--- src/rtl/led_pwm_pkg.sv ---
// Purpose: shared mode/direction encodings and level-bus helper for the LED PWM fader.
// Latency: n/a (constants and a pure function only).
// Backpressure: none; nothing in here carries flow control.
package led_pwm_pkg;

  // Operating modes, as presented on i_mode and held in r_mode.
  localparam logic [1:0] MODE_OFF     = 2'd0;
  localparam logic [1:0] MODE_STATIC  = 2'd1;
  localparam logic [1:0] MODE_BLINK   = 2'd2;
  localparam logic [1:0] MODE_BREATHE = 2'd3;

  // Breathe envelope direction.
  localparam logic DIR_UP   = 1'b0;
  localparam logic DIR_DOWN = 1'b1;

  // Widest level bus / duty the helper below can slice. Callers zero-extend
  // their bus to LEVEL_BUS_MAX bits and truncate the result to their duty width.
  localparam int LEVEL_BUS_MAX = 256;
  localparam int PWM_BITS_MAX  = 16;

  // Extract channel idx's level from a packed bus of bits-wide fields.
  function automatic logic [PWM_BITS_MAX-1:0] level_of(
    input logic [LEVEL_BUS_MAX-1:0] bus,
    input int unsigned              idx,
    input int unsigned              bits
  );
    logic [LEVEL_BUS_MAX-1:0] shifted;
    logic [LEVEL_BUS_MAX-1:0] mask;
    shifted = bus >> (idx * bits);
    mask    = (LEVEL_BUS_MAX'(1) << bits) - LEVEL_BUS_MAX'(1);
    return PWM_BITS_MAX'(shifted & mask);
  endfunction

endpackage

--- src/rtl/led_pwm_channel.sv ---
// Purpose: one LED channel -- breathe envelope, per-frame duty latch, PWM comparator.
// Latency: o_led is registered, 1 cycle after the PWM count it is compared against.
// Backpressure: none; free-running, inputs are sampled every clock.
//
// Ports: i_clk/i_rst (sync, active-high); pwm_cnt, frame_edge, tick, mode_chg,
// cur_mode (latched) and new_mode (incoming) from the top; blink_bit is this
// channel's bit of the shared step counter; level is this channel's max duty.
module led_pwm_channel
  import led_pwm_pkg::*;
#(
  parameter int p_pwm_bits = 8
) (
  input  logic                  i_clk,
  input  logic                  i_rst,
  input  logic [p_pwm_bits-1:0] pwm_cnt,
  input  logic                  frame_edge,
  input  logic                  tick,
  input  logic                  mode_chg,
  input  logic [1:0]            cur_mode,
  input  logic [1:0]            new_mode,
  input  logic                  blink_bit,
  input  logic [p_pwm_bits-1:0] level,
  output logic                  led
);

  logic [p_pwm_bits-1:0] r_env;
  logic                  r_dir;
  logic [p_pwm_bits-1:0] r_duty;

  logic [p_pwm_bits-1:0] env_nxt;
  logic                  dir_nxt;
  logic [p_pwm_bits-1:0] duty_src;
  logic [p_pwm_bits:0]   env_inc;

  // One bit wider so r_env+1 cannot wrap when level is at full scale.
  assign env_inc = {1'b0, r_env} + (p_pwm_bits+1)'(1);

  // Envelope: a mode change restarts it; otherwise it only moves on a step
  // tick while the latched mode is breathe.
  always_comb begin
    env_nxt = r_env;
    dir_nxt = r_dir;
    if (mode_chg) begin
      env_nxt = '0;
      dir_nxt = DIR_UP;
    end else if (tick && (cur_mode == MODE_BREATHE)) begin
      if (r_dir == DIR_UP) begin
        // Also clamps r_env down to level if level dropped mid-ramp.
        if (env_inc >= {1'b0, level}) begin
          env_nxt = level;
          dir_nxt = DIR_DOWN;
        end else begin
          env_nxt = env_inc[p_pwm_bits-1:0];
        end
      end else begin
        if (r_env <= p_pwm_bits'(1)) begin
          env_nxt = '0;
          dir_nxt = DIR_UP;
        end else begin
          env_nxt = r_env - p_pwm_bits'(1);
        end
      end
    end
  end

  // Duty to latch at the frame edge. On a mode change only static shows
  // its level straight away; the other modes start dark.
  always_comb begin
    duty_src = '0;
    if (mode_chg) begin
      duty_src = (new_mode == MODE_STATIC) ? level : '0;
    end else begin
      case (new_mode)
        MODE_STATIC:  duty_src = level;
        MODE_BLINK:   duty_src = blink_bit ? level : '0;
        MODE_BREATHE: duty_src = r_env;
        default:      duty_src = '0;
      endcase
    end
  end

  always_ff @(posedge i_clk) begin
    if (i_rst) begin
      r_env  <= '0;
      r_dir  <= DIR_UP;
      r_duty <= '0;
      led    <= 1'b0;
    end else begin
      r_env <= env_nxt;
      r_dir <= dir_nxt;
      // Duty only moves at the frame edge so a frame is never cut short.
      if (frame_edge) begin
        r_duty <= duty_src;
      end
      led <= (pwm_cnt < r_duty);
    end
  end

endmodule

--- src/rtl/led_pwm_fader.sv ---
// Purpose: multi-channel LED PWM driver with off/static/blink/breathe modes and step prescaler.
// Latency: o_led registered, 1 cycle behind r_pwm_cnt; duty/mode changes take effect at the next frame edge.
// Backpressure: none; free-running, inputs sampled every clock.
//
// Ports: i_clk, i_rst (sync, active-high); i_mode (0 off/1 static/2 blink/3 breathe);
// i_level packed per-channel max duty; i_step_div = step period - 1;
// o_step one-cycle pulse per step tick; o_led per-channel PWM output.
module led_pwm_fader
  import led_pwm_pkg::*;
#(
  parameter int p_channels  = 3,
  parameter int p_pwm_bits  = 8,
  parameter int p_step_bits = 16
) (
  input  logic                             i_clk,
  input  logic                             i_rst,
  input  logic [1:0]                       i_mode,
  input  logic [p_channels*p_pwm_bits-1:0] i_level,
  input  logic [p_step_bits-1:0]           i_step_div,
  output logic                             o_step,
  output logic [p_channels-1:0]            o_led
);

  logic [p_pwm_bits-1:0]    r_pwm_cnt;
  logic [p_step_bits-1:0]   r_pre;
  logic [p_channels-1:0]    r_step_cnt;
  logic [1:0]               r_mode;

  logic                     tick;
  logic                     frame_edge;
  logic                     mode_chg;
  logic [LEVEL_BUS_MAX-1:0] level_bus;

  // >= rather than == so lowering i_step_div below r_pre ticks at once
  // instead of waiting for the prescaler to wrap.
  assign tick       = (r_pre >= i_step_div);
  assign frame_edge = (r_pwm_cnt == {p_pwm_bits{1'b1}});
  assign mode_chg   = frame_edge && (i_mode != r_mode);
  assign level_bus  = LEVEL_BUS_MAX'(i_level);

  always_ff @(posedge i_clk) begin
    if (i_rst) begin
      r_pwm_cnt  <= '0;
      r_pre      <= '0;
      r_step_cnt <= '0;
      r_mode     <= MODE_OFF;
      o_step     <= 1'b0;
    end else begin
      r_pwm_cnt <= r_pwm_cnt + p_pwm_bits'(1);
      if (tick) begin
        r_pre <= '0;
      end else begin
        r_pre <= r_pre + p_step_bits'(1);
      end
      o_step <= tick;
      // A mode change restarts blink phase even if a tick lands on the same edge.
      if (mode_chg) begin
        r_step_cnt <= '0;
      end else if (tick) begin
        r_step_cnt <= r_step_cnt + p_channels'(1);
      end
      if (frame_edge) begin
        r_mode <= i_mode;
      end
    end
  end

  // Channel c blinks from bit c of the step counter, so each channel runs
  // at half the rate of the one below it.
  for (genvar c = 0; c < p_channels; c++) begin : g_ch
    logic [p_pwm_bits-1:0] ch_level;
    assign ch_level = p_pwm_bits'(level_of(level_bus, c, p_pwm_bits));

    led_pwm_channel #(
      .p_pwm_bits(p_pwm_bits)
    ) u_ch (
      .i_clk      (i_clk),
      .i_rst      (i_rst),
      .pwm_cnt    (r_pwm_cnt),
      .frame_edge (frame_edge),
      .tick       (tick),
      .mode_chg   (mode_chg),
      .cur_mode   (r_mode),
      .new_mode   (i_mode),
      .blink_bit  (r_step_cnt[c]),
      .level      (ch_level),
      .led        (o_led[c])
    );
  end

endmodule

--- config.mk ---
export PLATFORM = sky130hd
export DESIGN_NAME = led_pwm_fader
export DESIGN_NICKNAME = d
export VERILOG_FILES = /design/src/rtl/led_pwm_pkg.sv /design/src/rtl/led_pwm_channel.sv /design/src/rtl/led_pwm_fader.sv
export SDC_FILE = /design/constraint.sdc
export NUM_CORES = 1
export LEC_CHECK = 0
export CORE_UTILIZATION = 35
export DETAILED_ROUTE_END_ITERATION = 10
export PLACE_DENSITY = 0.54
export SLEW_MARGIN = 10
export SYNTH_ARGS = -nofsm -noshare
export SYNTH_HDL_FRONTEND = slang
export SYNTH_SLANG_ARGS = --single-unit
--- constraint.sdc ---
create_clock -name i_clk -period 7.6 [get_ports i_clk]
set_input_delay 1.52 -clock i_clk [delete_from_list [all_inputs] [get_ports i_clk]]
set_output_delay 1.52 -clock i_clk [all_outputs]
set_load 0.02 [all_outputs]
== Word-level counts from Yosys, hierarchy flattened ==
Cells that the tools add are included.
W data, S select, Z words.
Operators by class
  add/subtract/negate cells: 9
  mux-type cells: 30
  eq/ne operators: 6
  $lt $le $gt $ge: 10
  reduce and logical (&&, ||, !) cells: 4
Operator list (count)
  $mux W8: 18
  $pmux W8 S3: 3
  $add A8 B1 Y9 const B: 3
  $ge A9 B8 Y1: 3
  $le A8 B1 Y1 const B: 3
  $lt A8 B8 Y1: 3
  $sub A8 B1 Y8 const B: 3
  $add A16 B1 Y16 const B: 1
  $ge A16 B16 Y1: 1
  $mux W1: 9
  $add A8 B1 Y8 const B: 1
  $eq A8 B8 Y1 const B: 1
  $eq A2 B2 Y1 const B: 3
  $reduce_or A2 Y1: 2
  $add A3 B1 Y3 const B: 1
  $eq A2 B1 Y1 const B: 1
  $logic_and A1 B1 Y1: 2
  $ne A2 B2 Y1: 1
Storage, ports and cells
  word-level logic and storage cells: 76
  register bits after elaboration: 84
  bits of input ports: 44
  output and inout bits: 4

== Logic depth before layout (Yosys ltp) ==
Gate-level depths: netlist (run 1).
  depth after elaboration: 4
  gate-level depth with buffers: 12
  depth with buffers taken out: 11

== Modules after synthesis ==
Synthesis (run 1) repeated with hierarchy kept, for this count alone.
Unflattened totals
  cell total of the unflattened synthesis: 850
  area, all modules: 6723.9 um2
Modules (own cells, without submodules)
  led_pwm_channel: area each 1676.6 um2, seq. area each 360.3 um2, cells an instance 220, times used 3
  led_pwm_fader: area each 1694.1 um2, seq. area each 600.6 um2, cells an instance 190, times used 1

== Worst setup path after synthesis (run 1) ==
No wires, ideal clock.
  kind: in2reg
  start point: input port i_level[6]
  end point: register g_ch[0].u_ch.r_env[2]
  path slack: 4359 ps
  required time: 7465 ps
  data arrival time: 3106 ps
  cell stages on the path: 8
  buffers on the path: 0
  library setup time: 135 ps
  cells stage by stage: inv_1 > ha_1 > a21o_1 > a221oi_1 > o21ai_0 > or3_1 > a31oi_1 > o21ai_0
Between the ends
  cells in the longest elaborated chain, start to end: 3
RTL lines
  start: declaration: line led_pwm_fader.sv:18  | input logic [p_channels*p_pwm_bits-1:0] i_level,
  $ge A9 B8 Y1: line led_pwm_channel.sv:49  | if (env_inc >= {1'b0, level}) begin
  $mux W8: line led_pwm_channel.sv:49
  $mux W8: line led_pwm_channel.sv:47  | if (r_dir == DIR_UP) begin
  end signal: assignment: line led_pwm_channel.sv:89  | r_env <= env_nxt;
  end: declaration: line led_pwm_channel.sv:26  | logic [p_pwm_bits-1:0] r_env;
No other way between the ends.
A chain may end at the register's enable or synchronous reset.

== Final worst setup path (run 1) ==
  start point: input port i_step_div[11]
  end point: register r_pre[6]
Between the ends
  cells in the longest elaborated chain, start to end: 2
RTL lines
  start: declaration: line led_pwm_fader.sv:19  | input logic [p_step_bits-1:0] i_step_div,
  $ge A16 B16 Y1: line led_pwm_fader.sv:36  | assign tick = (r_pre >= i_step_div);
  $reduce_or A2 Y1 (no line)
  end signal: assignment: line led_pwm_fader.sv:53  | r_pre <= r_pre + p_step_bits'(1);
  end: declaration: line led_pwm_fader.sv:25  | logic [p_step_bits-1:0] r_pre;
No other way between the ends.

==> results.toml, run 1 <==
[logic_synthesis]
synth.distinct_cells = 64
synth_ff_type = "dfxtp_1"
synth_seq_cells = 84
netlist_instances = 797
post_synth_mux_area_share_pct = 0.9655
postSynthAreaPerCell_um2 = 7.967
synth_top_area_share_pct = 26.48
synth_area_leaders = "dfxtp_1 26%, ha_1 14%, a21o_1 4.7%"
yosysSeqAreaShare_pct = 26.48
synthAdderAreaFrac_pct = 14.38
yosys.area_share.xor_xnor_pct = 5.655
synth_top_family_by_area = "compound AO/OA/AOI/OAI gates"
synth_nets = 914
syn-cell-area_um2 = 6350
yosys.area_share.simple_pct = 18.92
synthArstFlopShare_pct = 0
yosysWarnings = 0
yosys.area.top_type = "dfxtp_1"
synth_edf_count = 0
synth_compound_area_share_pct = 25.32

[timing]
setup_violations = 0
period_share_pct = 51.30
rsz0062_at_grt = "false"
tns_ps = 0
final.setup_skew_ps = 5.434
hold_viol = 0
max_slew_margin_pct = 38.49
max_clock_freq_mhz = 256.5
finalCriticalPeriod_ps = 3899
finalMaxSlewViolations = 0
worstMarginPinSlew_ps = 922.6

[worst_setup_path]
reg2reg_from = "g_ch[1].u_ch.r_env[0]$_SDFFE_PP0P_"
rrSetupSlack_ps = 4130
crit_arrival_ps = 4170
crit_fanout = 16
worstSetupPathType = "input port to flop"
cp_slowest_cell = "a2111oi_2"
cp.required_ps = 7870
path_cells = "clkdlybuf4s50_1 -> inv_1 -> ha_1 -> a21oi_1 -> o21ai_1 -> a2111oi_2 -> o21a_2 -> nand2b_1 -> nor2_1"
crit_path_end_kind = "flop"
r2r_end = "g_ch[1].u_ch.r_env[5]$_SDFFE_PP0P_"
crit_path_start_kind = "input port"
crit_path_max_incr_delay_ps = 470
rr_worst_depth = 11

[floorplanning]
coreArea_um2 = 17480
die_w_um = 136.7
die-area_um2 = 18690
die_y_um = 136.7
ioPinCount = 48
num_rows = 48
start_util_pct = 36.33

[grt]
grt_max_degree = 29
grt_pass1_wl_mm = 27.68
antenna_found_initial = 0
overflow = 0
first_global_vias = 5339
grt_use_total_pct = 18.93

[worst_hold_path]
holdPathEnd = "r_pre[0]$_SDFF_PP0_"
hold_depth = 1
holdCritStartpoint = "r_pre[0]$_SDFF_PP0_"
hold_path_class = "flop to flop"

[placed_design]
finalWeightedCongestion = 0.8177
port-buffer-count = 47
dpl.hpwl_mm = 12.14

[cts]
post_cts_buffers = 0
clkTransAtPathRegs_ps = 60
cts_tree = "built"
numCtsBuffers = 9
clk_latency_ps = 340
cts.path.max_buffers = 2
cts_root_buffer = "clkbuf_16"
cts_sinks = 84
hold_buffers = 0
htreeDepth = 3
cts_resized = 0

[finish]
diodes = 0
final_nets = 928
drive_gt1_share_pct = 4.412
fillCellCount = 1794
area_growth_pct = 13.89
final_core_util_pct = 41.38

[outcome]
status = "completed"

[route]
drt-wirelength-per-cell_um = 16.16
vias_per_cell = 5.449
drc = 0
drtIter0Drc = 444
detail-route-antenna-nets = 0
wirelength_mm = 16.82
drt-pass1-iter-count = 5
vias = 5672

[power_and_ir_drop]
power_w = 0.001052
power_leakage_nw = 3.183
power.density_nw_per_um2 = 145.4
ir_drop_v = 0.00008334

[flow_run]
maxCapViolCount = 0
[synthesized netlist by cell type (7+ instances only)]
cell	count
and3_1	9
dfxtp_1	84
nor3_1	20
clkbuf_1	21
nand3_1	37
buf_2	17
inv_1	69
a21o_1	40
nor2_1	74
a21oi_1	42
a31oi_1	7
nand2b_1	9
nand2_1	42
xor2_1	19
a22o_1	24
nor4_1	8
a211oi_1	27
xnor2_1	22
ha_1	73
o311ai_0	7
a311oi_1	7
nand4_1	15
o21ai_0	29
[layer usage]
metal	global-route usage, %	vias up	routed length, um
met5	0	-	0
met4	5.309	0	220
met3	2.407	15	499
met2	29.50	109	7356
met1	27.08	2630	8745
li1	-	2918	-
[stage by stage]
stage	cell area (um2)	setup slack (ps)	hold WS, ps	instances
floorplan	6350	4359	436.9	797
global placement	6880	3398	457.8	1025
detailed placement	6880	3315	465.0	1025
CTS	7232	3666	475.9	1041
global route	7232	3467	510.0	1041
finish	7232	3701	471.9	1041
[worst max path at each step]
stage,startpoint,to,slack [ps],cells after the start
finish,i_step_div[11],r_pre[6]$_SDFF_PP0_,3700,9
global route,i_step_div[11],r_pre[1]$_SDFF_PP0_,3470,9
CTS,i_step_div[11],r_pre[6]$_SDFF_PP0_,3670,9
detailed placement,i_step_div[11],r_pre[6]$_SDFF_PP0_,3320,9
global placement,i_step_div[11],r_pre[9]$_SDFF_PP0_,3400,9
floorplan,i_level[6],g_ch[0].u_ch.r_env[2]$_SDFFE_PP0P_,4360,8
[flip-flops by register name, indices dropped and copies added, names as in the netlist]
| register | count |
|---|---|
| r_mode | 2 |
| g_ch.u_ch.r_env | 24 |
| g_ch.u_ch.r_dir | 3 |
| r_pwm_cnt | 8 |
| o_step | 1 |
| g_ch.u_ch.r_duty | 24 |
| g_ch.u_ch.led | 3 |
| r_pre | 16 |
| r_step_cnt | 3 |
[final cells by class]
cell class                 count  area (um2)  area share (%)
inverter                      71       266.5           3.685
timing repair buffer          52       508.0           7.024
multi-input combinational    593        4143           57.28
sequential                    84        1682           23.25
tap                          225       281.5           3.893
clock inverter                 4       95.09           1.315
clock buffer                  12       256.5           3.547
[kinds of logic (layout without fill, tap and decap cells)]
group,after synthesis,after routing
AND/OR/NAND/NOR,244,244
XOR/XNOR,41,41
buffers and inverters,120,139
adder cells (fa/ha/maj),73,73
multiplexers,6,6
AO/OA/AOI/OAI,229,229
flip-flops,84,84
[report_power, final]
| part | switching, W | internal, W |
|---|---|---|
| registers | 0.00000539 | 0.000445 |
| clock network | 0.000178 | 0.000339 |
| logic | 0.0000416 | 0.0000429 |
[critical path, delay by kind of cell]
family                     cells  cell delay (ps)
and+or+nand+nor                2              650
adders and majority gates      1              320
buffers and inverters          2              490
AOI/OAI and AO/OA              4             1170
[layout by cell type (no fill, tap or decap), types with 15 or more instances in the layout]
cell,synthesis,routed
nand2_1,42,42
o21ai_0,29,29
nand3_1,37,37
nor3_1,20,20
a21oi_1,42,42
xnor2_1,22,22
dfxtp_1,84,84
xor2_1,19,19
nand4_1,15,15
a21o_1,40,40
ha_1,73,73
nor2_1,74,74
clkdlybuf4s50_1,0,47
a22o_1,24,24
inv_1,69,69
a211oi_1,27,27
Note: power is estimated with default switching activity, not from simulation.
==> run 2: changes to the inputs <==
- PLACE_DENSITY: 0.54 -> 0.56
- clock period: 7.6 -> 3.4 ns (I/O delays scaled with it)
==> run 2 against run 1 <==
  * Sequential share of layout area decreased by 0.51 points
  * Clock power up 90%
  * Clock skew is 5.1 ps higher
  * First-iteration DRC count decreased by 26%
  * Non-clock buffer count up 28
  * Sequential power rose by 120%
  * Critical endpoint is now g_ch[0].u_ch.r_env[2]$_SDFFE_PP0P_
  * Highest routed layer unchanged
==> results.toml, run 2 (synthesized netlist as in run 1, its figures left out) <==
[worst_hold_path]
holdCritStartpoint = "r_pre[0]$_SDFF_PP0_"
hold_depth = 1
hold_path_class = "flop to flop"
holdPathEnd = "r_pre[0]$_SDFF_PP0_"

[grt]
grt_use_total_pct = 18.86
grt_pass1_wl_mm = 27.74
grt_max_degree = 27
overflow = 0
antenna_found_initial = 0
first_global_vias = 5382

[placed_design]
port-buffer-count = 47
placed_area_um2 = 7103
dpl.hpwl_mm = 12.90
finalWeightedCongestion = 0.8797

[cts]
clkTransAtPathRegs_ps = 60
hold_buffers = 0
cts_root_buffer = "clkbuf_16"
htreeDepth = 3
clk_latency_ps = 350
cts_resized = 0
cts_sinks = 84
cts_tree = "built"
post_cts_buffers = 0
numCtsBuffers = 9
cts.path.max_buffers = 2

[finish]
final_nets = 956
final_common_cell = "dfxtp_1"
final_cell_mix = "84 x dfxtp_1, 74 x nor2_1, 73 x ha_1"
reg.largest.list = "g_ch.u_ch.r_duty: 24 flops, g_ch.u_ch.r_env: 24 flops, r_pre: 16 flops"
area_growth_pct = 16.45
design_area_um2 = 7395
fillCellCount = 1764
multi_input_area_um2 = 4143
final_core_util_pct = 42.31
diodes = 0
drive_gt1_share_pct = 7.363
regArea_um2 = 1682

[worst_setup_path]
reg2reg_from = "g_ch[0].u_ch.r_env[1]$_SDFFE_PP0P_"
crit_path_start_kind = "flop"
crit_path_end_kind = "flop"
path_buf_inv = 0
worstSetupPathType = "flop to flop"
rrSetupSlack_ps = 360
crit_path_max_incr_delay_ps = 400
cp.required_ps = 3610
path_cells = "ha_1 -> nand2_1 -> nor2_1 -> xor2_1 -> ha_1 -> a21o_1 -> a221oi_1 -> o21ai_0 -> or3_1 -> a31oi_1 -> o21ai_0"
rr_worst_depth = 11
cp_slowest_cell = "or3_1"
r2r_end = "g_ch[0].u_ch.r_env[2]$_SDFFE_PP0P_"
crit_arrival_ps = 3250
crit_fanout = 5
cp_top_family = "compound AO/OA/AOI/OAI gates"

[outcome]
status = "completed"

[timing]
hold_ws_ps = 474.1
setup_violations = 0
max_clock_freq_mhz = 329.3
period_share_pct = 89.32
hold_viol = 0
tns_ps = 0
finalMaxSlewViolations = 0
rsz0062_at_grt = "false"
max_slew_margin_pct = 21.31
worstMarginPinSlew_ps = 1176
final.setup_skew_ps = 10.55
finalCriticalPeriod_ps = 3037

[floorplanning]
ioPinCount = 48
die_y_um = 136.7
num_rows = 48
die-area_um2 = 18690
coreArea_um2 = 17480
die_w_um = 136.7
start_util_pct = 36.33

[route]
drtIter0Drc = 328
drt-wirelength-per-cell_um = 15.81
drt-pass1-iter-count = 5
detail-route-antenna-nets = 0
wirelength_mm = 16.87
vias_per_cell = 5.458
drc = 0
vias = 5824

[power_and_ir_drop]
power.density_nw_per_um2 = 294.3
power_leakage_nw = 3.304
ir_drop_v = 0.0002549

[flow_run]
maxCapViolCount = 0
run 2: changes by cell type in the layout (fill, tap and decap cells not counted):
cell / before / now
buf_4: 5 / 32
bufinv_16: 3 / 1
buf_12: 0 / 1
run 2: metrics by stage:
stage,setup slack (ps),cells,total power (W)
2_1_floorplan,647.4,797,0.001124
3_3_place_gp,166.6,1053,0.001216
3_5_place_dp,153.7,1053,0.001217
4_1_cts,392.8,1067,0.002199
5_1_grt,65.22,1067,0.002256
6_report,363.1,1067,0.002176
run 2: cell type report:
cell class	instances	share of cell area, %
clock buffers	12	3.469
inverters	71	3.604
flip-flops and latches	84	22.74
repair buffers	80	9.882
well taps	225	3.807
clock inverters	2	0.4738
multi-input cells	593	56.02
run 2: how the worst max path moves through the flow:
stage / start / end / slack, ps / cells after the start
after floorplan: g_ch[0].u_ch.r_env[4]$_SDFFE_PP0P_ / g_ch[0].u_ch.r_env[2]$_SDFFE_PP0P_ / 650 / 11
after global placement: i_level[6] / g_ch[0].u_ch.r_env[2]$_SDFFE_PP0P_ / 170 / 9
after detailed placement: i_level[6] / g_ch[0].u_ch.r_env[2]$_SDFFE_PP0P_ / 150 / 9
after CTS: g_ch[0].u_ch.r_env[1]$_SDFFE_PP0P_ / g_ch[0].u_ch.r_env[2]$_SDFFE_PP0P_ / 390 / 11
after global routing: g_ch[0].u_ch.r_env[1]$_SDFFE_PP0P_ / g_ch[0].u_ch.r_env[2]$_SDFFE_PP0P_ / 70 / 11
final: g_ch[0].u_ch.r_env[1]$_SDFFE_PP0P_ / g_ch[0].u_ch.r_env[2]$_SDFFE_PP0P_ / 360 / 11
run 2: report_power, final:
group | switching (W) | leakage (nW) | total (W) | internal [W]
clock | 0.000381 | 0.145 | 0.000981 | 0.000600
sequential | 0.0000110 | 0.678 | 0.00101 | 0.000994
combinational | 0.0000913 | 2.48 | 0.000190 | 0.0000984
total | 0.000484 | 3.30 | 0.00218 | 0.00169
run 2: worst reg2reg max path, cell delays in order, from the launching register on:
cell,delay (ps)
dfxtp_1,380
ha_1,260
nand2_1,70
nor2_1,130
xor2_1,240
ha_1,280
a21o_1,180
a221oi_1,340
o21ai_0,280
or3_1,400
a31oi_1,240
o21ai_0,100
run 2: layer usage:
layer / GRT usage, % / part of all wire [%] / up-vias
li1: - / - / 2964
met2: 30.03 / 45 / 131
met4: 4.753 / 1.2 / 0
met5: 0 / 0 / -
met3: 2.889 / 4.8 / 14
met1: 26.38 / 50 / 2715
